<file path="src/rtl/io_bus_arbiter_if.sv">
// ---------------------------------------------------------------------------
// io_bus_arbiter_if
// Bundle of the two master request ports (m0 = CPU data, m1 = debug/loader)
// and the shared IO slave port.
//   slave  : arbiter view. Takes master requests, returns ack/rdata,
//            drives the IO strobes and samples io_rdata.
//   master : environment view. Drives requests and io_rdata, observes the rest.
// ---------------------------------------------------------------------------
interface io_bus_arbiter_if #(
  parameter int ADDR_W = 32,
  parameter int DATA_W = 32
);
  logic              m0_req, m0_we, m0_lock, m0_ack;
  logic [ADDR_W-1:0] m0_addr;
  logic [DATA_W-1:0] m0_wdata, m0_rdata;
  logic              m1_req, m1_we, m1_lock, m1_ack;
  logic [ADDR_W-1:0] m1_addr;
  logic [DATA_W-1:0] m1_wdata, m1_rdata;
  logic              io_ce, io_we;
  logic [ADDR_W-1:0] io_addr;
  logic [DATA_W-1:0] io_wdata, io_rdata;

  modport slave (
    input  m0_req, m0_we, m0_lock, m0_addr, m0_wdata,
    output m0_ack, m0_rdata,
    input  m1_req, m1_we, m1_lock, m1_addr, m1_wdata,
    output m1_ack, m1_rdata,
    output io_ce, io_we, io_addr, io_wdata,
    input  io_rdata
  );

  modport master (
    output m0_req, m0_we, m0_lock, m0_addr, m0_wdata,
    input  m0_ack, m0_rdata,
    output m1_req, m1_we, m1_lock, m1_addr, m1_wdata,
    input  m1_ack, m1_rdata,
    input  io_ce, io_we, io_addr, io_wdata,
    output io_rdata
  );
endinterface

</file>
<file path="src/rtl/io_bus_arbiter.sv">
// ---------------------------------------------------------------------------
// io_bus_arbiter
// Shares one memory-mapped IO slave between two masters with round-robin
// arbitration and an optional bus lock for read-modify-write sequences.
// Every access runs IDLE -> ACCESS -> RESP (one access per 3 cycles).
// Ports:
//   clk  : system clock, rising edge
//   rst  : asynchronous active-high reset
//   bus  : io_bus_arbiter_if.slave (m0_*/m1_* request ports, io_* slave port)
// All outputs are registered.
// ---------------------------------------------------------------------------
module io_bus_arbiter #(
  parameter int ADDR_W       = 32,
  parameter int DATA_W       = 32,
  parameter int LOCK_TIMEOUT = 8
) (
  input  logic clk,
  input  logic rst,
  io_bus_arbiter_if.slave bus
);
  localparam int CNT_W = $clog2(LOCK_TIMEOUT + 1);

  typedef enum logic [1:0] {IDLE, ACCESS, RESP} state_t;

  typedef struct packed {
    logic              we;
    logic              lock;
    logic [ADDR_W-1:0] addr;
    logic [DATA_W-1:0] wdata;
  } req_t;

  state_t                  state_q;
  logic                    gnt_q;       // master owning the current access
  logic                    last_q;      // last granted master (round-robin)
  logic                    lat_we_q;
  logic                    lat_lock_q;
  logic                    lock_vld_q;
  logic                    lock_own_q;
  logic [CNT_W-1:0]        lock_cnt_q;
  logic [1:0]              ack_q;
  logic [1:0][DATA_W-1:0]  rdata_q;
  logic                    io_ce_q, io_we_q;
  logic [ADDR_W-1:0]       io_addr_q;
  logic [DATA_W-1:0]       io_wdata_q;

  req_t [1:0]              mreq;
  logic [1:0]              req, elig;
  logic                    gnt_vld_d, gnt_id_d;

  always_comb begin
    mreq[0] = '{we: bus.m0_we, lock: bus.m0_lock, addr: bus.m0_addr, wdata: bus.m0_wdata};
    mreq[1] = '{we: bus.m1_we, lock: bus.m1_lock, addr: bus.m1_addr, wdata: bus.m1_wdata};
    req     = {bus.m1_req, bus.m0_req};
    // A held lock masks the non-owner entirely.
    elig    = req;
    if (lock_vld_q) elig = lock_own_q ? {req[1], 1'b0} : {1'b0, req[0]};
    gnt_vld_d = |elig;
    // Under lock at most one bit of elig is set, so last_q is ignored there.
    gnt_id_d  = (&elig) ? ~last_q : elig[1];
  end

  always_ff @(posedge clk or posedge rst) begin
    if (rst) begin
      state_q    <= IDLE;
      gnt_q      <= 1'b0;
      last_q     <= 1'b1;       // m0 wins the first contention
      lat_we_q   <= 1'b0;
      lat_lock_q <= 1'b0;
      lock_vld_q <= 1'b0;
      lock_own_q <= 1'b0;
      lock_cnt_q <= '0;
      ack_q      <= '0;
      rdata_q    <= '0;
      io_ce_q    <= 1'b0;
      io_we_q    <= 1'b0;
      io_addr_q  <= '0;
      io_wdata_q <= '0;
    end else begin
      case (state_q)
        IDLE: begin
          if (gnt_vld_d) begin
            gnt_q      <= gnt_id_d;
            last_q     <= gnt_id_d;
            lat_we_q   <= mreq[gnt_id_d].we;
            lat_lock_q <= mreq[gnt_id_d].lock;
            io_ce_q    <= 1'b1;
            io_we_q    <= mreq[gnt_id_d].we;
            io_addr_q  <= mreq[gnt_id_d].addr;
            io_wdata_q <= mreq[gnt_id_d].wdata;
            state_q    <= ACCESS;
          end else if (lock_vld_q) begin
            // Owner idle: count down; the release is seen by the next IDLE.
            lock_cnt_q <= lock_cnt_q - CNT_W'(1);
            if (lock_cnt_q == CNT_W'(1)) lock_vld_q <= 1'b0;
          end
        end
        ACCESS: begin
          io_ce_q        <= 1'b0;
          io_we_q        <= 1'b0;
          io_addr_q      <= '0;
          io_wdata_q     <= '0;
          ack_q[gnt_q]   <= 1'b1;
          rdata_q[gnt_q] <= lat_we_q ? '0 : bus.io_rdata;
          state_q        <= RESP;
        end
        RESP: begin
          ack_q      <= '0;
          rdata_q    <= '0;
          // Only the owner can be granted while locked, so the latched lock
          // bit alone decides whether the lock is (re)armed or released.
          lock_vld_q <= lat_lock_q;
          lock_own_q <= gnt_q;
          lock_cnt_q <= lat_lock_q ? CNT_W'(LOCK_TIMEOUT) : '0;
          state_q    <= IDLE;
        end
        default: state_q <= IDLE;
      endcase
    end
  end

  assign bus.m0_ack   = ack_q[0];
  assign bus.m1_ack   = ack_q[1];
  assign bus.m0_rdata = rdata_q[0];
  assign bus.m1_rdata = rdata_q[1];
  assign bus.io_ce    = io_ce_q;
  assign bus.io_we    = io_we_q;
  assign bus.io_addr  = io_addr_q;
  assign bus.io_wdata = io_wdata_q;
endmodule

</file>
<file path="src/flat_wrapper.sv">
// flat-port wrapper written by rule: the top's interface ports become plain ports
module io_bus_arbiter_flat 
#(
  parameter int ADDR_W       = 32,
  parameter int DATA_W       = 32,
  parameter int LOCK_TIMEOUT = 8
)
  (clk, rst, bus_m0_req, bus_m0_we, bus_m0_lock, bus_m0_addr, bus_m0_wdata, bus_m0_ack, bus_m0_rdata, bus_m1_req, bus_m1_we, bus_m1_lock, bus_m1_addr, bus_m1_wdata, bus_m1_ack, bus_m1_rdata, bus_io_ce, bus_io_we, bus_io_addr, bus_io_wdata, bus_io_rdata);
  io_bus_arbiter_if #(.ADDR_W(ADDR_W), .DATA_W(DATA_W)) bus_i ();
  input  logic clk;
  input  logic rst;
  input wire logic [$bits(bus_i.m0_req)-1:0] bus_m0_req;
  input wire logic [$bits(bus_i.m0_we)-1:0] bus_m0_we;
  input wire logic [$bits(bus_i.m0_lock)-1:0] bus_m0_lock;
  input wire logic [$bits(bus_i.m0_addr)-1:0] bus_m0_addr;
  input wire logic [$bits(bus_i.m0_wdata)-1:0] bus_m0_wdata;
  output wire logic [$bits(bus_i.m0_ack)-1:0] bus_m0_ack;
  output wire logic [$bits(bus_i.m0_rdata)-1:0] bus_m0_rdata;
  input wire logic [$bits(bus_i.m1_req)-1:0] bus_m1_req;
  input wire logic [$bits(bus_i.m1_we)-1:0] bus_m1_we;
  input wire logic [$bits(bus_i.m1_lock)-1:0] bus_m1_lock;
  input wire logic [$bits(bus_i.m1_addr)-1:0] bus_m1_addr;
  input wire logic [$bits(bus_i.m1_wdata)-1:0] bus_m1_wdata;
  output wire logic [$bits(bus_i.m1_ack)-1:0] bus_m1_ack;
  output wire logic [$bits(bus_i.m1_rdata)-1:0] bus_m1_rdata;
  output wire logic [$bits(bus_i.io_ce)-1:0] bus_io_ce;
  output wire logic [$bits(bus_i.io_we)-1:0] bus_io_we;
  output wire logic [$bits(bus_i.io_addr)-1:0] bus_io_addr;
  output wire logic [$bits(bus_i.io_wdata)-1:0] bus_io_wdata;
  input wire logic [$bits(bus_i.io_rdata)-1:0] bus_io_rdata;
  assign bus_i.m0_req = bus_m0_req;
  assign bus_i.m0_we = bus_m0_we;
  assign bus_i.m0_lock = bus_m0_lock;
  assign bus_i.m0_addr = bus_m0_addr;
  assign bus_i.m0_wdata = bus_m0_wdata;
  assign bus_m0_ack = bus_i.m0_ack;
  assign bus_m0_rdata = bus_i.m0_rdata;
  assign bus_i.m1_req = bus_m1_req;
  assign bus_i.m1_we = bus_m1_we;
  assign bus_i.m1_lock = bus_m1_lock;
  assign bus_i.m1_addr = bus_m1_addr;
  assign bus_i.m1_wdata = bus_m1_wdata;
  assign bus_m1_ack = bus_i.m1_ack;
  assign bus_m1_rdata = bus_i.m1_rdata;
  assign bus_io_ce = bus_i.io_ce;
  assign bus_io_we = bus_i.io_we;
  assign bus_io_addr = bus_i.io_addr;
  assign bus_io_wdata = bus_i.io_wdata;
  assign bus_i.io_rdata = bus_io_rdata;
  io_bus_arbiter #(.ADDR_W(ADDR_W), .DATA_W(DATA_W), .LOCK_TIMEOUT(LOCK_TIMEOUT)) u_core (.clk(clk), .rst(rst), .bus(bus_i));
endmodule
</file>
<file path="config.mk">
export PLATFORM = sky130hd
export DESIGN_NAME = io_bus_arbiter_flat
export DESIGN_NICKNAME = d
export VERILOG_FILES = /design/src/rtl/io_bus_arbiter_if.sv /design/src/rtl/io_bus_arbiter.sv /design/src/flat_wrapper.sv
export SDC_FILE = /design/constraint.sdc
export NUM_CORES = 1
export LEC_CHECK = 0
export CORE_UTILIZATION = 45
export CTS_CLUSTER_DIAMETER = 120
export DETAILED_ROUTE_END_ITERATION = 8
export PLACE_DENSITY = 0.87
export SLEW_MARGIN = 10
export SYNTH_ARGS = -nofsm -noshare
export SYNTH_HDL_FRONTEND = slang
export SYNTH_SLANG_ARGS = --single-unit
</file>
<file path="constraint.sdc">
create_clock -name clk -period 9 [get_ports clk]
set_input_delay 1.8 -clock clk [delete_from_list [all_inputs] [get_ports clk]]
set_output_delay 1.8 -clock clk [all_outputs]
set_load 0.005 [all_outputs]
</file>
### After elaboration in Yosys (flattened, before gate mapping)

Index checks and enable logic that the tools add are counted.

* flip-flop bits (word level): 144
* input bits: 168
* logic and storage cells: 69

* $add $sub $neg: 1
* magnitude comparators: 3
* equal/unequal tests: 6
* muxes and demuxes: 31
* bitwise gates (word level): 2
* reductions and logical operators: 11

Operators by type and width (count)
* 66-bit 2-to-1 mux: 2
* 32-bit 2-to-1 mux: 4
* 32-bit one-hot mux with 2 select lines: 2
* 64-bit one-hot mux with 2 select lines: 1
* 64-bit bitwise mux: 1
* 32-bit demux with 1-bit select: 1
* 4-bit 2-to-1 mux: 3
* 2-bit one-hot mux with 2 select lines: 2
* 4-bit one-hot mux with 2 select lines: 1
* 2-bit AND reduction: 4
* 1-bit 2-to-1 mux: 7
* 2-bit 2-to-1 mux: 3
* 1-bit one-hot mux with 2 select lines: 3
* 2-bit nonzero test: 3
* 4-bit by 1-bit == test with 1-bit output (second input constant): 1
* 1-bit by 2-bit less-than comparator with 1-bit output (second input constant): 2
* 2-bit by 1-bit != test with 1-bit output (second input constant): 2
* 4-bit by 1-bit subtractor with 4-bit output (second input constant): 1
* 3-bit AND reduction: 1
* 2-bit by 1-bit == test with 1-bit output (second input constant): 1
* 2-bit == test (second input constant): 1
* 2-bit zero test: 1
* 2-bit != test (second input constant): 1
* 2-bit OR: 1
* 5 further kinds: 5

### Logic depth before layout (Yosys ltp)

* depth after elaboration: 8
* gate-level depth with buffers: 9
* depth with buffers taken out: 6

### Worst setup path after synthesis

OpenSTA, ideal clock, no wires.

* path type: in2reg
* start: input bus_m1_req
* end: register u_core.io_addr_q[11] (netlist: u_core.bus.io_addr[11])
* setup time: 0.075 ns
* arrival time: 2.854 ns
* setup slack: 6.071 ns
* cell stages on the path: 7
* path buffers: 3
* path through: mux2i_2 a211oi_2 buf_4 a21oi_2 buf_6 buf_8 o2bb2ai_2

* word-level cells in the longest chain between the ends: 8
* elaborated cells between the ends (all ways): 11

RTL lines
* start: declaration: RTL line flat_wrapper.sv:19 `input wire logic [$bits(bus_i.m1_req)-1:0] bus_m1_req;`
* 2-bit 2-to-1 mux: RTL line io_bus_arbiter.sv:56 `if (lock_vld_q) elig = lock_own_q ? {req[1], 1'b0} : {1'b0, req[0]};`
* 2-bit 2-to-1 mux (*): RTL line io_bus_arbiter.sv:56
* 2-bit AND reduction: RTL line io_bus_arbiter.sv:59 `gnt_id_d = (&elig) ? ~last_q : elig[1];`
* 1-bit 2-to-1 mux: RTL line io_bus_arbiter.sv:59
* 66-bit 2-to-1 mux (2 in a row)
* 32-bit 2-to-1 mux: RTL line io_bus_arbiter.sv:81 `if (gnt_vld_d) begin`
* 32-bit one-hot mux with 2 select lines: RTL line io_bus_arbiter.sv:79 `case (state_q)`
* end signal: assignment: RTL line io_bus_arbiter.sv:88 `io_addr_q <= mreq[gnt_id_d].addr;`
* end: declaration: RTL line io_bus_arbiter.sv:43 `logic [ADDR_W-1:0] io_addr_q;`

Every way passes the cells marked *; elsewhere a longest branch is shown, timed or not. The select of a mux whose other input is x is not followed.
A chain may end at the register's enable or synchronous reset.

### Final worst setup path

* start: input bus_m1_req
* end: register u_core.io_wdata_q[25] (netlist: u_core.bus.io_wdata[25])

* word-level cells in the longest chain between the ends: 8
* elaborated cells between the ends (all ways): 11

RTL lines
* 2-bit 2-to-1 mux: RTL line io_bus_arbiter.sv:56
* 2-bit 2-to-1 mux (*): RTL line io_bus_arbiter.sv:56
* 2-bit AND reduction: RTL line io_bus_arbiter.sv:59
* 1-bit 2-to-1 mux: RTL line io_bus_arbiter.sv:59
* 66-bit 2-to-1 mux (2 in a row)
* 32-bit 2-to-1 mux: RTL line io_bus_arbiter.sv:81
* 32-bit one-hot mux with 2 select lines: RTL line io_bus_arbiter.sv:79
* end signal: assignment: RTL line io_bus_arbiter.sv:89 `io_wdata_q <= mreq[gnt_id_d].wdata;`
* end: declaration: RTL line io_bus_arbiter.sv:44 `logic [DATA_W-1:0] io_wdata_q;`

Marked as above.

==> summary.md <==
| Metric | Value |
|---|---|
| Outcome | `complete, no violations` |
| Clock Sinks | `144` |
| Die Span Y | `121 µm` |
| Final min period | `4.16 ns` |
| Asr flop ratio synth | `1.00` |
| Cell count after placement | `894` |
| Area of the core | `13900 µm²` |
| Fraction of final layout cells with drive strength greater than 1 | `0.137` |
| Crit path setup slack, layout | `4.84 ns` |
| Postcts setup bufs | `0` |
| Kind of path behind the tightest hold check | `flop to flop` |
| Root buffer selected by CTS | `clkbuf_16` |
| Top Metal Used | `met4` |
| Critical Path AT | `4.47 ns` |
| Power per unit of standard cell area | `325 nW/µm²` |
| Ranking of synthesized cells by area | `dfrtp_1, o2bb2ai_2, mux2i_1` |
| Maximum clock skew at final layout | `0.00924 ns` |
| Most common cell in the netlist | `dfrtp_1` |
| Clock latency on the worst-skew pair | `0.42 ns` |
| Number of failing setup endpoints in the final timing report | `0` |
| Amount of wire on met2 after detailed routing | `8930 µm` |
| Detailed-route DRC error count | `0` |
| Cell area after layout | `10100 µm²` |
| Post-route ant nets | `0` |
| Worst Reg-to-Reg Cells | `6` |
| Capture point of the worst reg-to-reg path | `u_core.bus.io_wdata[25]` |
| Pre-antenna DRT Iters | `4` |
| Resized cells post-CTS | `0` |
| Worst-margin pin slew | `1.10 ns` |
| Final TNS setup | `0 ns` |
| Synth top cells by count | `dfrtp_1, mux2i_1, a22o_1, o2bb2ai_2` |
| Hold slack final | `0.490 ns` |
| Startpoint Class | `primary input` |
| Number of hold buffers added after cts | `0` |
| Total via count after detailed routing | `5057` |
| Endpoint of the worst hold path | `u_core.bus.io_wdata[27]` |
| Initial antenna violation count | `0` |
| Number of max-slew violations in the final report | `0` |
| Maximum vdd drop | `237 µV` |
| Final Power | `3.28 mW` |
| Startpoint of the lowest-slack hold path | `u_core.bus.io_wdata[27]` |
| Post-Route M1 WL | `7620 µm` |
| Synthesis-stage register bit count | `144` |
| Final cycle utilization of the critical path | `0.462` |
| Bufs and invs on worst path | `1` |
| Largest stage delay on the critical path | `0.78 ns` |
| Pin count of the biggest net entering global routing | `77` |
| Antenna diode instance count | `0` |
| Number of distinct library cells after synthesis | `38` |
| Mean instance size in the synthesized netlist | `14.3 µm²` |
| Critical-path cell with the highest stage delay | `a211oi_2` |
| Vias in the first global route | `5208` |
| Final wirelength | `18900 µm` |
| Detailed-routed wire length on met3 | `1810 µm` |
| Setup slack of the most critical reg-to-reg path | `5.94 ns` |
| Max Fanout on Critical Path | `65` |
| GP Congestion | `0.790` |
| Max H-tree Level | `4` |
| Post-synthesis cell count | `446` |
| Category of cells accounting for the largest share of critical-path delay | `compound AO/OA/AOI/OAI gates` |
| Synthesized cell area | `6390 µm²` |
| Relative slew margins | `0.267` |
| Worst-case clock buffer depth | `2` |
| Post-Layout Cell Count | `925` |
| Global route total overflow | `0` |
| Endpoint required time on the critical path | `9.32 ns` |
| Clock-pin slew on the worst setup and hold paths | `0.06 ns` |
| Per-cell via count in the routed design | `5.47` |
| Number of rows in the core area | `43` |
| Pre-CTS setup slack | `4.41 ns` |
| DR iter-0 viols | `264` |
| Wire length of the first global-routing pass | `28500 µm` |
| Total Die Area | `14700 µm²` |
| Leakage power figure | `4.42 nW` |
| Post-DP HPWL | `13000 µm` |
| Post-synth top area cell | `dfrtp_1` |
| Post-synth net total | `619` |
| Final hold violation count | `0` |
| Synth warnings | `0` |
| Die extent in x | `121 µm` |
| Count of boundary I/O pins | `300` |
| Unrepaired setup endpoints after global routing | `no` |
| Overall Global Routing Usage | `0.258` |
| Cells traversed along the worst timing path | `clkdlybuf4s50_1, mux2i_2, a211oi_2, nand2b_4, o2bb2ai_1` |
| Capturing element type of the critical path | `flop` |
| Synth-to-layout area growth | `57.9%` |
| Wire length per cell | `20.4 µm` |
| Register area share after synthesis | `0.564` |
| Top cell type's share of synthesized area | `0.560` |
| Cell area after placement | `9470 µm²` |
| Prevailing post-synth register cell | `dfrtp_1` |
| Starting density of the core | `0.460` |
| Count of port buffers added during placement | `299` |
| Share of the core filled with cells in the final layout | `0.727` |
| Class of the most critical setup path | `primary input to flop` |
| Worst hold path depth | `1` |
| Worst path depth | `5` |
| Max-cap violations | `0` |
| CTS buffer count | `17` |
| Final nets | `906` |
| RR Startpoint | `u_core.state_q[0]` |
| Number of enable-type register cells in the synthesized netlist | `0` |
| Maximum clock frequency | `0.240 GHz` |
| Count of filler cells inserted in the layout | `874` |
| Clock tree from TritonCTS | `done` |
==> layout by cell type (no fill, tap or decap), drive strengths merged, types with 6 or more instances in the layout <==
cell type and count:
nor2 8, inv 12, o2bb2ai 66, o21ai 6, dfrtp 143, a22o 64
buf 7, mux2i 67, clkdlybuf4s50 299, a21oi 9, clkbuf 20
==> how the worst max path moves through the flow <==
stage / end / slack, ns / startpoint
floorplan: u_core.ack_q[0] / 3.34 / rst
global route: u_core.bus.io_addr[31] / 4.61 / bus_m1_req
finish: u_core.bus.io_wdata[25] / 4.84 / bus_m1_req
detailed placement: u_core.bus.io_wdata[25] / 4.41 / bus_m1_req
CTS: u_core.bus.io_wdata[25] / 4.85 / bus_m1_req
global placement: u_core.lat_we_q / 4.58 / bus_m0_req
==> state kept, by name, summed over array words and instances, names as in the netlist <==
register             flops
u_core.bus.io_wdata     32
u_core.bus.io_ce         1
u_core.state_q           2
u_core.bus.m1_rdata     32
u_core.lock_vld_q        1
u_core.bus.io_addr      32
u_core.last_q            1
u_core.lat_we_q          1
u_core.bus.io_we         1
u_core.lock_cnt_q        4
u_core.bus.m0_rdata     32
u_core.lat_lock_q        1
u_core.ack_q             2
u_core.gnt_q             1
u_core.lock_own_q        1
==> power breakdown <==
group | switching, mW | internal [mW] | total, mW | leakage [nW]
Combinational | 0.685 | 0.803 | 1.49 | 2.25
Clock | 0.279 | 0.452 | 0.731 | 0.289
Sequential | 0.174 | 0.890 | 1.06 | 1.88
==> area by class of cell <==
cell class,count,area (µm²),share of cell area
clock inverter,11,156,0.0155
tap,180,225,0.0223
multi-input combinational,254,2550,0.253
clock buffer,20,457,0.0453
inverter,10,42.5,0.00422
sequential,144,3600,0.357
timing repair buffer,306,3050,0.302
==> kinds of logic after synthesis <==
logic type	after synthesis	share of synthesized area
compound gates	156	0.255
buf+inv	48	0.0427
mux	70	0.111
simple gates	23	0.0176
fa+ha+maj	5	0.00980
flops	144	0.564
==> worst register-to-register path, delay by kind of cell (launching register included) <==
kind	cells	cell delay [ns]
AO/OA/AOI/OAI	2	1.15
AND/OR/NAND/NOR	1	0.77
flip-flops	1	0.39
adder cells (fa/ha/maj)	1	0.39
buffers and inverters	2	0.26
==> routing by layer <==
| metal | GRT usage | vias to the layer above |
|---|---|---|
| met4 | 0.103 | 0 |
| li1 | - | 2297 |
| met5 | 0 | - |
| met3 | 0.0879 | 31 |
| met1 | 0.319 | 2480 |
| met2 | 0.415 | 249 |
Note: power is estimated with default switching activity, not from simulation.
